File: src/rtl/fw_upload_loader.sv
// UART firmware upload loader: decodes 'R' + LE size + payload + LE CRC32, packs the
// payload into 16-bit SRAM words from address 0, answers ACK/NAK and owns the CPU reset.
module fw_upload_loader #(
  parameter int MAX_BYTES      = 524288,
  parameter int TIMEOUT_CYCLES = 2500000
) (
  input  logic        clk,
  input  logic        resetn,
  input  logic        rx_valid,
  input  logic [7:0]  rx_data,
  output logic        tx_valid,
  output logic [7:0]  tx_data,
  input  logic        tx_ready,
  output logic        mem_req,
  output logic [17:0] mem_addr,
  output logic [15:0] mem_wdata,
  input  logic        mem_ready,
  output logic        cpu_resetn,
  output logic        busy,
  output logic        upload_ok
);

  localparam logic [7:0] ACK = 8'h06;
  localparam logic [7:0] NAK = 8'h15;

  typedef enum logic [2:0] {S_IDLE, S_SIZE, S_DATA, S_WR_WAIT, S_CRC, S_RESP} state_t;

  state_t      state, state_d;
  logic [1:0]  cnt;
  logic [31:0] shreg, remaining, crc, timer;
  logic        hi, overrun, resp_ack;

  function automatic logic [31:0] crc_byte(input logic [31:0] c, input logic [7:0] d);
    logic [31:0] r;
    r = c ^ {24'h0, d};
    for (int i = 0; i < 8; i++) r = r[0] ? ((r >> 1) ^ 32'hEDB8_8320) : (r >> 1);
    return r;
  endfunction

  // Size and CRC fields share one LSB-first shifter; sh_word is the value once this byte lands.
  logic [31:0] sh_word;
  logic        last4, timer_run, timeout, size_big, data_last, crc_ok;
  assign sh_word   = {rx_data, shreg[31:8]};
  assign last4     = (cnt == 2'd3);
  assign timer_run = (state == S_SIZE) || (state == S_DATA) || (state == S_CRC);
  assign timeout   = timer_run && !rx_valid && (timer == 32'(TIMEOUT_CYCLES - 1));
  assign size_big  = sh_word > 32'(MAX_BYTES);
  assign data_last = (remaining == 32'd1);
  assign crc_ok    = (sh_word == ~crc) && !overrun;

  always_ff @(posedge clk or negedge resetn)
    if (!resetn) state <= S_IDLE;
    else         state <= state_d;

  always_comb begin
    state_d = state;
    case (state)
      S_IDLE:    if (rx_valid && rx_data == 8'h52) state_d = S_SIZE;
      S_SIZE:    if (timeout) state_d = S_IDLE;
                 else if (rx_valid && last4)
                   state_d = size_big ? S_IDLE : ((sh_word == 32'd0) ? S_CRC : S_DATA);
      S_DATA:    if (timeout) state_d = S_IDLE;
                 else if (rx_valid && (hi || data_last)) state_d = S_WR_WAIT;
      S_WR_WAIT: if (mem_ready) state_d = (remaining == 32'd0) ? S_CRC : S_DATA;
      S_CRC:     if (timeout) state_d = S_IDLE;
                 else if (rx_valid && last4) state_d = S_RESP;
      S_RESP:    if (tx_valid && tx_ready) state_d = S_IDLE;
      default:   state_d = S_IDLE;
    endcase
  end

  always_comb begin
    mem_req = (state == S_WR_WAIT);
    busy    = (state != S_IDLE);
  end

  always_ff @(posedge clk or negedge resetn) begin
    if (!resetn) begin
      cnt        <= '0;
      shreg      <= '0;
      remaining  <= '0;
      crc        <= '1;
      timer      <= '0;
      hi         <= 1'b0;
      overrun    <= 1'b0;
      resp_ack   <= 1'b0;
      tx_valid   <= 1'b0;
      tx_data    <= '0;
      mem_addr   <= '0;
      mem_wdata  <= '0;
      cpu_resetn <= 1'b0;
      upload_ok  <= 1'b0;
    end else begin
      timer <= (timer_run && !rx_valid) ? timer + 32'd1 : 32'd0;
      if (tx_valid && tx_ready) tx_valid <= 1'b0;
      if (timeout) begin
        tx_valid <= 1'b1;
        tx_data  <= NAK;
      end
      case (state)
        S_IDLE: if (rx_valid) begin
          if (rx_data == 8'h52) begin
            cpu_resetn <= 1'b0;
            upload_ok  <= 1'b0;
            cnt        <= '0;
            remaining  <= '0;
            mem_addr   <= '0;
            crc        <= '1;
            hi         <= 1'b0;
            overrun    <= 1'b0;
          end else if (rx_data == 8'h72) begin
            cpu_resetn <= 1'b1;
          end
        end
        S_SIZE: if (rx_valid) begin
          shreg <= sh_word;
          cnt   <= cnt + 2'd1;
          if (last4) begin
            remaining <= sh_word;
            if (size_big) begin
              tx_valid <= 1'b1;
              tx_data  <= NAK;
            end
          end
        end
        S_DATA: if (rx_valid) begin
          crc       <= crc_byte(crc, rx_data);
          remaining <= remaining - 32'd1;
          hi        <= !hi;
          if (!hi) mem_wdata <= {8'h00, rx_data};
          else     mem_wdata[15:8] <= rx_data;
        end
        S_WR_WAIT: begin
          if (rx_valid)  overrun  <= 1'b1;
          if (mem_ready) mem_addr <= mem_addr + 18'd1;
        end
        S_CRC: if (rx_valid) begin
          shreg <= sh_word;
          cnt   <= cnt + 2'd1;
          if (last4) begin
            resp_ack <= crc_ok;
            tx_valid <= 1'b1;
            tx_data  <= crc_ok ? ACK : NAK;
          end
        end
        S_RESP: if (tx_valid && tx_ready) upload_ok <= resp_ack;
        default: ;
      endcase
    end
  end

endmodule

File: config.mk
export PLATFORM = sky130hd
export DESIGN_NAME = fw_upload_loader
export DESIGN_NICKNAME = d
export VERILOG_FILES = /design/src/rtl/fw_upload_loader.sv
export SDC_FILE = /design/constraint.sdc
export NUM_CORES = 1
export LEC_CHECK = 0
export CAP_MARGIN = 20
export CORE_UTILIZATION = 65
export DETAILED_ROUTE_END_ITERATION = 12
export HOLD_SLACK_MARGIN = 0.12
export PLACE_DENSITY = 0.89
export SYNTH_ARGS = -nofsm -noshare
export SYNTH_HDL_FRONTEND = slang
export SYNTH_SLANG_ARGS = --single-unit
File: constraint.sdc
create_clock -name clk -period 4.85 [get_ports clk]
set_input_delay 0.485 -clock clk [delete_from_list [all_inputs] [get_ports clk]]
set_output_delay 0.485 -clock clk [all_outputs]
set_load 0.02 [all_outputs]
==> results of run 1 <==
[per-layer routing]
layer,GRT usage,up-vias
met5,0,-
met4,0.1410,0
met3,0.07574,79
met2,0.5523,359
met1,0.4159,3821
li1,-,3541
[registers in the layout, summed over array words and instances, names as in the netlist, 2 cells and up]
name	count
tx_data	8
remaining	32
mem_wdata	16
shreg	24
timer	32
crc	32
cnt	2
mem_addr	18
state	3
[path summary, 6_finish.rpt]
path / start / to / slack, ns
setup / recovery: state[0] / mem_wdata[7] / 1.42
hold / removal: mem_wdata[10] / mem_wdata[10] / 0.48
setup reg to reg: state[0] / mem_wdata[7] / 1.42
hold reg to reg: mem_wdata[10] / mem_wdata[10] / 0.48
max in group asynchronous: resetn / timer[12] / 3.14
min in group asynchronous: resetn / mem_wdata[1] / 0.60
[per-stage QoR]
step           instance area (sq um)  hold slack [ns]  instances  utilization
2_1_floorplan                   9439           0.1894        980            -
3_3_place_gp                   10130           0.4565       1178       0.7212
3_5_place_dp                   10130           0.4591       1178       0.7212
4_1_cts                        10740           0.4817       1211       0.7646
5_1_grt                        10780           0.5044       1213       0.7676
6_report                       10780           0.4784       1213       0.7676
[power breakdown]
group	internal (uW)	switching, uW	total, uW
clock	785	607	1390
sequential	1800	463	2260
combinational	940	1300	2240
[synth_stat cells, drive strengths merged (5+ instances only)]
library cell and instances:
a32oi 9, nor3 30, a31oi 9, a22oi 16, nor4 25, ha 5, or4 6, a21oi 69
or3 18, and3 8, buf 16, nor2 110, dfstp 32, mux2 33, nand2 66, clkbuf 35
xor2 74, o21ai 77, nand4 25, and2 7, inv 21, dfrtp 141, xnor2 67, nand3 27
[cell type report]
cell class / count / area share
multi-input cells: 735 / 0.4441
flip-flops and latches: 173 / 0.4053
repair buffers: 72 / 0.06674
clock buffers: 19 / 0.04109
well taps: 180 / 0.02089
clock inverters: 13 / 0.01451
inverters: 21 / 0.007313
[timing repair]
| item | CTS | global route |
|---|---|---|
| hold endpoints to repair | 23 | 0 |
| hold buffers | 1 | 0 |
| endpoints found under the setup margin | 0 | 0 |
| setup buffers | 0 | 0 |
[layout by cell type (no fill, tap or decap), types with 25 or more instances in the layout]
cell and n:
dfrtp_1 141, nor2_1 108, o21ai_0 74, xor2_1 70, a21oi_1 68, nand2_1 66
xnor2_1 60, clkdlybuf4s50_1 58, mux2_2 33, dfstp_2 32, nor3_1 29, nand3_1 27
nand4_1 25
[kinds of logic after synthesis]
kind of cell / count (synthesis) / synth area share
adders and majority gates: 5 / 0.006628
AOI/OAI and AO/OA: 208 / 0.1316
DFF: 173 / 0.4629
muxes: 34 / 0.04043
and+or+nand+nor: 347 / 0.1847
buffers and inverters: 72 / 0.03062
xor gates and xnor gates: 141 / 0.1432
[critical path: stages, from the launching register on]
cell and delay (ns):
dfrtp_1 0.55, nor2_1 0.33, and2_1 0.80, nand2_1 0.52, nor2_1 0.70, mux2_2 0.41
==> results.sh, run 1 <==
export IMPL_postSynthAreaPerCell_sq_um=9.632
export IMPL_grt_first_pass_wirelength_um=38230
export IMPL_clk_pin_slew_ns=0.07
export IMPL_ant_nets=0
export IMPL_fin_crit_ns=3.432
export IMPL_fp_dieH_um=122.5
export IMPL_grt_pass1_vias=7740
export IMPL_post_route_drc_count=0
export IMPL_hold_viol=0
export IMPL_chipWidth_um=122.5
export IMPL_fin_crit_sh=0.7077
export IMPL_synth_top_cell_by_area="dfrtp_1"
export IMPL_ioPinCount=60
export IMPL_power_density_nw_per_um2=546.5
export IMPL_gp_congestion=0.9049
export IMPL_seq_area_frac_synth=0.4629
export IMPL_worst_pin_slew_ns=0.9432
export IMPL_drv_cap=0
export IMPL_maxUsedRoutingLayer="met4"
export IMPL_path_class="register to register"
export IMPL_cts_resized=0
export IMPL_drt_iter0_drc=938
export IMPL_dpl_worst_slack_ns=1.401
export IMPL_cts_made_buffers=17
export IMPL_relSlewSlack=0.3663
export IMPL_wl_per_cell_um=19.40
export IMPL_final_seq_area_sq_um=4369
export IMPL_end_kind="register"
export IMPL_holdCritPathClass="register to register"
export IMPL_fin_ws_ns=1.418
export IMPL_synth_top_area_share=0.3738
export IMPL_rsz0062_at_grt="false"
export IMPL_setup_viol=0
export IMPL_initial_core_util=0.6722
export IMPL_grt_usage=0.3321
export IMPL_place_port_buffers=59
export IMPL_fill_cells=878
export IMPL_totalPowerFinal_uw=5891
export IMPL_dp_hpwl_um=15670
export IMPL_synth_top_flop_cell="dfrtp_1"
export IMPL_hold_path_depth=2
export IMPL_vdd_drop_max_v=0.0003673
export IMPL_synth_distinct_cells=68
export IMPL_rows=43
export IMPL_grt_max_degree=81
export IMPL_outcome="finished, final reports clean"
export IMPL_setup_tns_ns=0
export IMPL_cp_max_fo=20
export IMPL_drt_wl_total_um=23530
export IMPL_cts_tree="done"
export IMPL_startpoint_type="register"
export IMPL_wl_met2_um=11690
export IMPL_fmaxAchievable_ghz=0.2913
export IMPL_grt_antenna_before_repair=0
export IMPL_cts_root_buf="clkbuf_16"
export IMPL_drive_above_1_share=0.1297
export IMPL_postSynthCellCount=980
export IMPL_firstDrtPassIters=5
export IMPL_final_nets=1038
export IMPL_ys_seq_elements=173
export IMPL_met3_length_um=1605
export IMPL_cts_sinks=173
export IMPL_yosysWarnings=0
export IMPL_yosys_top_cells_area="dfrtp_1 (37%), dfstp_2 (8.9%), xor2_1 (6.5%), xnor2_1 (5.6%), nor2_1 (4.3%)"
export IMPL_via_per_inst=6.430
export IMPL_reg2reg_depth=5
export IMPL_via_count=7800
export IMPL_grt_overflow=0
export IMPL_leakage_uw=0.004437
export IMPL_cp_arrival_ns=3.76
export IMPL_die_area_sq_um=15010
export IMPL_slew_viol_final=0
export IMPL_core_area_sq_um=14040
export IMPL_diodes=0
export IMPL_ctsHtreeMaxLevel=4
export IMPL_drt_met1_wl_um=9467
export IMPL_syn_num_nets=998
export IMPL_clock_latency_ns=0.44
export IMPL_syn_area_sq_um=9439
export IMPL_clock_path_buffers=2
export IMPL_finalClockSkew_ns=0.01252
export IMPL_cp_required_ns=5.18
export IMPL_synth_edf_count=0
export IMPL_area_delta_synth_final_pct=14.20
export IMPL_async_flop_share=1.000
export IMPL_multi_input_area_sq_um=4787
Power figures use the tool's default switching activity.
==> run 2: changes to the inputs <==
--- a/config.mk
+++ b/config.mk
@@ -6,10 +6,10 @@
 export NUM_CORES = 1
 export LEC_CHECK = 0
 export CAP_MARGIN = 20
-export CORE_UTILIZATION = 65
+export CORE_UTILIZATION = 60
 export DETAILED_ROUTE_END_ITERATION = 12
 export HOLD_SLACK_MARGIN = 0.12
-export PLACE_DENSITY = 0.89
+export PLACE_DENSITY = 0.84
 export SYNTH_ARGS = -nofsm -noshare
 export SYNTH_HDL_FRONTEND = slang
 export SYNTH_SLANG_ARGS = --single-unit
==> constraint.sdc (replaced) <==
create_clock -name clk -period 3.23 [get_ports clk]
set_input_delay 0.323 -clock clk [delete_from_list [all_inputs] [get_ports clk]]
set_output_delay 0.323 -clock clk [all_outputs]
set_load 0.02 [all_outputs]
==> run 2 against run 1 <==
  * Global-route usage shrank 1.6 points
  * Total power grew 52%
  * Worst setup slack lost 0.88 ns
  * Critical path depth shrank 1
  * First-iteration DRC count shrank 16%
  * Count of clock-buffer cells in the layout grew 1
  * Cell count grew 4.0%
==> results.sh, run 2 (same netlist as run 1, synthesis figures left out) <==
export IMPL_final_nets=1055
export IMPL_leakage_uw=0.004537
export IMPL_final_area_sq_um=10940
export IMPL_worst_pin_slew_ns=0.7346
export IMPL_slowest_stage="clkdlybuf4s50_1"
export IMPL_outcome="finished, final reports clean"
export IMPL_via_per_inst=6.278
export IMPL_grt_max_degree=72
export IMPL_path_delay_family="buffers and inverters"
export IMPL_rsz0062_at_grt="false"
export IMPL_clock_latency_ns=0.44
export IMPL_via_count=7916
export IMPL_layout_commonest_cell="dfrtp_1"
export IMPL_drv_cap=0
export IMPL_crit_chain="nor2b_1 > nand2_1 > inv_1 > clkdlybuf4s50_1"
export IMPL_ctsHtreeMaxLevel=4
export IMPL_place_port_buffers=59
export IMPL_cp_required_ns=2.91
export IMPL_rows=45
export IMPL_startpoint_type="register"
export IMPL_grt_pass1_vias=7706
export IMPL_vdd_drop_max_v=0.0005813
export IMPL_drt_wl_total_um=24430
export IMPL_holdCritPathClass="input pin to async pin"
export IMPL_hold_viol=0
export IMPL_core_area_sq_um=15260
export IMPL_cts_sinks=173
export IMPL_chipWidth_um=127.4
export IMPL_crit_buf_inv=2
export IMPL_ioPinCount=60
export IMPL_fp_dieH_um=127.4
export IMPL_die_area_sq_um=16240
export IMPL_dpl_cell_area_sq_um=10320
export IMPL_firstDrtPassIters=6
export IMPL_power_density_nw_per_um2=819.7
export IMPL_clock_path_buffers=2
export IMPL_initial_core_util=0.6186
export IMPL_mostFrequentLayoutCells="dfrtp_1 (141), nor2_1 (108), o21ai_0 (74)"
export IMPL_cp_arrival_ns=2.37
export IMPL_reg_top3="crc: 32 flops, remaining: 32 flops, timer: 32 flops"
export IMPL_grt_overflow=0
export IMPL_wl_per_cell_um=19.38
export IMPL_dp_hpwl_um=16450
export IMPL_cts_made_buffers=17
export IMPL_gp_congestion=0.9125
export IMPL_relSlewSlack=0.5061
export IMPL_fin_crit_sh=0.8325
export IMPL_grt_usage=0.3162
export IMPL_clk_pin_slew_ns=0.07
export IMPL_regToRegStartpoint="remaining[2]"
export IMPL_setup_tns_ns=0
export IMPL_critPathLaunch="state[0]"
export IMPL_grt_first_pass_wirelength_um=39730
export IMPL_drive_above_1_share=0.1448
export IMPL_postCtsSetupRepairBufs=0
export IMPL_slew_viol_final=0
export IMPL_path_class="register to output port"
export IMPL_fmaxAchievable_ghz=0.3719
export IMPL_area_delta_synth_final_pct=15.88
export IMPL_drt_iter0_drc=791
export IMPL_cts_tree="done"
export IMPL_post_route_drc_count=0
export IMPL_cp_max_fo=16
export IMPL_diodes=0
export IMPL_finalClockSkew_ns=0.009326
export IMPL_fin_crit_ns=2.689
export IMPL_cts_root_buf="clkbuf_16"
export IMPL_setup_viol=0
export IMPL_grt_antenna_before_repair=0
export IMPL_end_kind="output port"
export IMPL_ant_nets=0
export IMPL_cpPeakStageDelay_ns=0.66
run 2: cell count changes in the layout (fill, tap and decap cells not counted), sizes merged:
cell,before,now
buf,13,30
clkinvlp,4,1
inv,26,29
bufinv,2,1
clkbuf,19,20
run 2: through the flow:
step / power, uW / util / hold slack, ns / std cells / worst slack [ns]
2_1_floorplan: 5750 / - / 0.02741 / 980 / 0.9175
3_3_place_gp: 6613 / 0.6764 / 0.3681 / 1228 / 0.3983
3_5_place_dp: 6731 / 0.6764 / 0.3660 / 1228 / 0.3635
4_1_cts: 8909 / 0.7169 / 0.4741 / 1261 / 0.5952
5_1_grt: 9399 / 0.7169 / 0.5033 / 1261 / 0.4728
6_report: 8966 / 0.7169 / 0.4489 / 1261 / 0.5411
run 2: layer usage:
layer  vias up  wire length [um]  global-route usage
met5         -                 0                   0
met4         0              1026              0.1590
met3        99              1786             0.06072
met2       383             11850              0.5182
met1      3866              9772              0.4019
li1       3568                 -                   -
run 2: path summary, 6_finish.rpt:
check | slack, ns | cells past startpoint | end
min reg2reg | 0.47 | 2 | mem_wdata[9]
min | 0.45 | 2 | timer[10]
max | 0.54 | 4 | mem_req
max in group asynchronous | 1.88 | 3 | mem_addr[11]
min in group clk | 0.47 | 2 | mem_wdata[9]
max reg2reg | 0.65 | 6 | remaining[29]
run 2: timing repair:
item,in CTS,in global routing
hold buffers,1,0
gates resized for setup,0,0
endpoints found under the hold margin,51,0
run 2: final cells by class:
cell class              instances  area (sq um)
multi-input cells             735          4787
clock inverters                12         117.6
inverters                      21         78.83
fillers                      1090          4320
repair buffers                 89         832.0
flip-flops and latches        173          4369
well taps                     211         264.0
clock buffers                  20         489.2
run 2: where the power goes:
group	internal, uW	switching [uW]
registers	2700	760
logic	1450	1950
clock network	1190	911
run 2: worst register-to-register path: cells and delay by family (launching register included):
family             cells  cell delay, ns
DFF                    1            0.45
and+or+nand+nor        3            1.55
AOI/OAI and AO/OA      3            0.44
